`config.mk`:
```
export PLATFORM = sky130hd
export DESIGN_NAME = reg_access_sequencer
export DESIGN_NICKNAME = d
export VERILOG_FILES = /design/src/rtl/reg_access_sequencer.sv
export SDC_FILE = /design/constraint.sdc
export NUM_CORES = 1
export LEC_CHECK = 0
export BUFFER_PORTS_ARGS = -buffer_cell sky130_fd_sc_hd__buf_4
export CAP_MARGIN = 10
export CORE_UTILIZATION = 50
export DETAILED_ROUTE_END_ITERATION = 6
export PLACE_DENSITY_LB_ADDON = 0.25
export SLEW_MARGIN = 25
export SYNTH_ARGS = -nofsm -noshare
export SYNTH_HDL_FRONTEND = slang
export SYNTH_SLANG_ARGS = --single-unit
```
`constraint.sdc`:
```
create_clock -name i_clk -period 3.42 [get_ports i_clk]
set_input_delay 0.513 -clock i_clk [delete_from_list [all_inputs] [get_ports i_clk]]
set_output_delay 0.513 -clock i_clk [all_outputs]
set_load 0.1 [all_outputs]
```
`src/rtl/reg_access_sequencer.sv`:
```
// rtl/reg_access_sequencer.sv - register file command sequencer (optional SWAP via REG_SWAP_EN)
module reg_access_sequencer #(
  parameter int SELECT_WIDTH = 4,
  parameter int REG_WIDTH    = 8
) (
  input  logic                    i_clk,
  input  logic                    i_rst,
  input  logic                    i_cmdValid,
  output logic                    o_cmdReady,
  input  logic [1:0]              i_cmdOp,
  input  logic [SELECT_WIDTH-1:0] i_cmdDst,
  input  logic [SELECT_WIDTH-1:0] i_cmdSrc,
  input  logic [REG_WIDTH-1:0]    i_cmdImm,
  output logic                    o_ldSig,
  output logic [SELECT_WIDTH-1:0] o_regSel,
  output logic [REG_WIDTH-1:0]    o_regData,
  input  logic [REG_WIDTH-1:0]    i_regData,
  output logic                    o_rspValid,
  output logic [REG_WIDTH-1:0]    o_rspData,
  output logic                    o_done,
  output logic                    o_cmdErr
);

  localparam logic [1:0] OP_LOAD = 2'b00;
  localparam logic [1:0] OP_MOVE = 2'b01;
  localparam logic [1:0] OP_READ = 2'b10;
  localparam logic [1:0] OP_SWAP = 2'b11;

  typedef enum logic [2:0] {IDLE, RD_A, RD_B, WR_A, WR_B, FIN} state_t;

  state_t state, nextState;

  logic [1:0]              opReg;
  logic [SELECT_WIDTH-1:0] dstReg, srcReg;
  logic [REG_WIDTH-1:0]    immReg;

  // MOVE and READ forward the read value straight into o_regData/o_rspData at
  // the edge ending RD_A, so holding registers are only needed for SWAP.
`ifdef REG_SWAP_EN
  logic [REG_WIDTH-1:0]    tmpA, tmpB;
`endif

  // Effective command fields: live inputs while idle, latched copy afterwards.
  logic [1:0]              opN;
  logic [SELECT_WIDTH-1:0] dstN, srcN;
  logic [REG_WIDTH-1:0]    immN;
  logic                    illegalN;

  // Registered-output precursors, derived from the state being entered.
  logic                    nextLd, nextReady, nextDone, nextRsp, nextErr;
  logic [SELECT_WIDTH-1:0] nextSel;
  logic [REG_WIDTH-1:0]    nextData;

  // Select command fields and decide whether the opcode is executable.
  always_comb begin
    opN  = (state == IDLE) ? i_cmdOp  : opReg;
    dstN = (state == IDLE) ? i_cmdDst : dstReg;
    srcN = (state == IDLE) ? i_cmdSrc : srcReg;
    immN = (state == IDLE) ? i_cmdImm : immReg;
`ifdef REG_SWAP_EN
    illegalN = 1'b0;
`else
    illegalN = (opN == OP_SWAP);
`endif
  end

  // Next-state logic; an illegal opcode idles one cycle in RD_A with no select
  // so its done/err pulse lands at the same offset as LOAD_IMM and READ.
  always_comb begin
    nextState = state;
    case (state)
      IDLE: begin
        if (i_cmdValid) begin
          nextState = (opN == OP_LOAD) ? WR_A : RD_A;
        end
      end
      RD_A: begin
        if (opN == OP_MOVE) begin
          nextState = WR_A;
`ifdef REG_SWAP_EN
        end else if (opN == OP_SWAP) begin
          nextState = RD_B;
`endif
        end else begin
          nextState = FIN;
        end
      end
      RD_B: nextState = WR_A;
      WR_A: begin
`ifdef REG_SWAP_EN
        nextState = (opN == OP_SWAP) ? WR_B : FIN;
`else
        nextState = FIN;
`endif
      end
      WR_B:    nextState = FIN;
      FIN:     nextState = IDLE;
      default: nextState = IDLE;
    endcase
  end

  // Output values for the state being entered; registered below.
  always_comb begin
    nextLd    = 1'b0;
    nextReady = 1'b0;
    nextDone  = 1'b0;
    nextRsp   = 1'b0;
    nextErr   = 1'b0;
    nextSel   = '0;
    nextData  = '0;
    case (nextState)
      IDLE: nextReady = 1'b1;
      RD_A: nextSel = illegalN ? '0 : srcN;
      RD_B: nextSel = dstN;
      WR_A: begin
        nextLd  = 1'b1;
        nextSel = dstN;
        if (opN == OP_LOAD) begin
          nextData = immN;
`ifdef REG_SWAP_EN
        end else if (opN == OP_SWAP) begin
          nextData = tmpA;
`endif
        end else begin
          nextData = i_regData;
        end
      end
      WR_B: begin
        nextLd  = 1'b1;
        nextSel = srcN;
`ifdef REG_SWAP_EN
        nextData = tmpB;
`endif
      end
      FIN: begin
        nextDone = 1'b1;
        nextRsp  = (opN == OP_READ);
        nextErr  = illegalN;
      end
      default: nextReady = 1'b0;
    endcase
  end

  // State, latched command, holding registers and registered outputs.
  always_ff @(posedge i_clk) begin
    if (i_rst) begin
      state      <= IDLE;
      opReg      <= '0;
      dstReg     <= '0;
      srcReg     <= '0;
      immReg     <= '0;
      o_cmdReady <= 1'b1;
      o_ldSig    <= 1'b0;
      o_regSel   <= '0;
      o_regData  <= '0;
      o_rspValid <= 1'b0;
      o_rspData  <= '0;
      o_done     <= 1'b0;
      o_cmdErr   <= 1'b0;
`ifdef REG_SWAP_EN
      tmpA       <= '0;
      tmpB       <= '0;
`endif
    end else begin
      state      <= nextState;
      o_cmdReady <= nextReady;
      o_ldSig    <= nextLd;
      o_regSel   <= nextSel;
      o_regData  <= nextData;
      o_rspValid <= nextRsp;
      o_done     <= nextDone;
      o_cmdErr   <= nextErr;
      if (state == IDLE && i_cmdValid) begin
        opReg  <= i_cmdOp;
        dstReg <= i_cmdDst;
        srcReg <= i_cmdSrc;
        immReg <= i_cmdImm;
      end
      if (state == RD_A && opReg == OP_READ) begin
        o_rspData <= i_regData;
      end
`ifdef REG_SWAP_EN
      if (state == RD_A) begin
        tmpA <= i_regData;
      end
      if (state == RD_B) begin
        tmpB <= i_regData;
      end
`endif
    end
  end

endmodule

```
==> results.json <==
{
  "status": "finished clean",
  "clk-insertion-delay-late_ns": 0.30,
  "maxCapViolCount": 0,
  "period_share_pct": 71.2,
  "report.final.slew_viol_count": 0,
  "nFillCells": 309,
  "crit_family": "simple AND/OR/NAND/NOR gates",
  "synth.top_cells.by_area": "dfxtp_1 (48%), mux2i_1 (10%), nand2_1 (7.4%)",
  "drc": 0,
  "yosys.cell_types.count": 33,
  "clockBufferDepth": 2,
  "synth_seq_cells": 46,
  "worstSetupStartpointType": "register",
  "die_height_microns": 64.0,
  "worstPathArrival_ns": 2.65,
  "slew_headroom_pct": 43.1,
  "htree_levels": 2,
  "ys_warn_count": 0,
  "dp_hpwl_mm": 2.80,
  "row_count": 22,
  "stdcell_count": 299,
  "area_growth_pct": 24.7,
  "start_util_pct": 52.5,
  "cts_made_buffers": 5,
  "hp-start": "i_regData[7]",
  "ir_drop_uv": 294,
  "antenna_found_initial": 0,
  "via_count": 1578,
  "gp_congestion": 0.948,
  "clk_pin_slew_ns": 0.08,
  "routed_wl_mm": 4.12,
  "post-cts-setup-buffers": 0,
  "tns_ns": 0,
  "synth_top_area_share_pct": 47.9,
  "pin_count": 54,
  "ys.flop_type": "dfxtp_1",
  "drtPass1Iterations": 4,
  "finClkSkew_ns": 0.00581,
  "reg2reg_from": "state[1]",
  "root_buffer": "clkbuf_8",
  "syn_inst": 204,
  "async_reset_ff_share_pct": 0,
  "grt_first_pass_wirelength_mm": 6.96,
  "cp_max_fo": 14,
  "n_antenna_cell": 0,
  "grt_pass1_vias": 1501,
  "rsz0062_at_grt": "false",
  "setup_viol": 0,
  "core_area_sq_mm": 0.00366,
  "worst_hold_path_type": "input port to register",
  "yosysSeqAreaShare_pct": 47.9,
  "port_buffers": 53,
  "path_cells": "or3b_1, a2111oi_2, or4b_1, a211oi_4",
  "power_density_mw_per_mm2": 541,
  "synth.most_common_cell": "dfxtp_1",
  "die_x_microns": 64.0,
  "worstMarginPinSlew_ns": 0.843,
  "ctsResizeCount": 0,
  "period_minus_slack_ns": 2.44,
  "synth_commonest_cells": "dfxtp_1 (46), nand2_1 (38), a21oi_1 (20), mux2i_1 (20), nor2_1 (20)",
  "startpoint": "state[1]",
  "critPathRequiredTime_ns": 3.64,
  "end_kind": "register",
  "clock-sinks": 46,
  "postSynthAreaPerCell_sq_um": 9.43,
  "post_drt_wl_per_cell_microns": 13.8,
  "grt_overflow_total": 0,
  "hold_buffers": 0,
  "cts_tree": "done",
  "dieArea_sq_mm": 0.00410,
  "syn-cell-area_sq_mm": 0.00192,
  "slowest_delay_ns": 0.83,
  "vias_per_cell": 5.28,
  "slowest_stage": "or4b_1",
  "drt-initial-drc-count": 121,
  "fmax_mhz": 411,
  "p_leak_nw": 1.06,
  "hold_violations": 0,
  "drive_above_1_share_pct": 29.5,
  "syn_nets": 233,
  "synth_edf_count": 0,
  "antenna_left": 0,
  "nets": 279,
  "crit_buf_inv": 0,
  "yosysTopAreaCell": "dfxtp_1",
  "crit_type": "register to register",
  "dp.cells": 291,
  "grtUsageTotal_pct": 22.3,
  "grt_max_degree": 31
}
[where the power goes]
part | switching, W | leakage (nW) | internal (W) | total (W)
clock | 0.000182 | 0.0514 | 0.000218 | 0.000400
sequential | 0.0000233 | 0.375 | 0.000566 | 0.000589
combinational | 0.000207 | 0.632 | 0.0000996 | 0.000307
total | 0.000413 | 1.06 | 0.000884 | 0.00130
[registers in the layout (all words and copies together) (netlist names)]
signal and flops:
immReg 8, o_regData 8, o_rspData 8, dstReg 4, o_regSel 4, srcReg 4, state 3, opReg 2
o_cmdErr 1, o_cmdReady 1, o_done 1, o_ldSig 1, o_rspValid 1
[per-layer routing]
metal | track usage, % | up-vias | wire length, microns
met5 | 0 | - | 0
met4 | 6.82 | 0 | 46
met3 | 6.79 | 5 | 227
met2 | 35.0 | 47 | 1940
met1 | 29.2 | 731 | 1910
li1 | - | 795 | -
[through the flow]
step | total power (W) | utilization, % | instance area [sq um] | worst slack [ns] | hold slack (ns)
floorplan | 0.000845 | - | 1920 | 1.36 | 0.436
global placement | 0.000909 | 62.5 | 2290 | 1.06 | 0.441
detailed placement | 0.000910 | 62.5 | 2290 | 1.04 | 0.446
CTS | 0.00130 | 65.5 | 2400 | 1.01 | 0.453
global route | 0.00136 | 65.5 | 2400 | 0.862 | 0.460
finish | 0.00130 | 65.5 | 2400 | 0.985 | 0.452
[cell families (layout without fill, tap and decap cells)]
logic type / after synthesis / in the layout / synth area share (%)
AO/OA/AOI/OAI: 44 / 44 / 17.4
buffers and inverters: 19 / 66 / 6.31
flip-flops: 46 / 46 / 47.9
multiplexers: 21 / 21 / 11.0
AND/OR/NAND/NOR: 74 / 74 / 17.4
[cell type report]
class / count / area [sq um] / share of cell area [%]
Clock buffer: 6 / 72.6 / 3.03
Clock inverter: 2 / 37.5 / 1.57
Inverter: 4 / 15.0 / 0.626
Multi-Input combinational cell: 139 / 886 / 37.0
Sequential cell: 46 / 921 / 38.4
Tap cell: 48 / 60.1 / 2.51
Timing Repair Buffer: 54 / 405 / 16.9
[placed cells by master (no fill, tap or decap), types with 5 or more instances in the layout]
cell type / n
a21oi_1: 20
buf_4: 54
dfxtp_1: 46
nand2_1: 38
a211oi_2: 7
clkbuf_8: 5
mux2i_1: 20
nor2_1: 20
[final timing paths]
path	cells after the start	endpoint	slack [ns]
worst min-delay path	3	o_rspData[7]	0.45
worst max register to register	4	o_regData[0]	0.98
worst max-delay path	4	o_regData[0]	0.98
worst min register to register	2	immReg[0]	0.46
[worst register-to-register path, delay by kind of cell (launching register included)]
| family | cells | cell delay (ns) |
|---|---|---|
| compound gates | 2 | 0.68 |
| simple gates | 2 | 1.26 |
| flops | 1 | 0.42 |
Note: power is estimated with default switching activity, not from simulation.
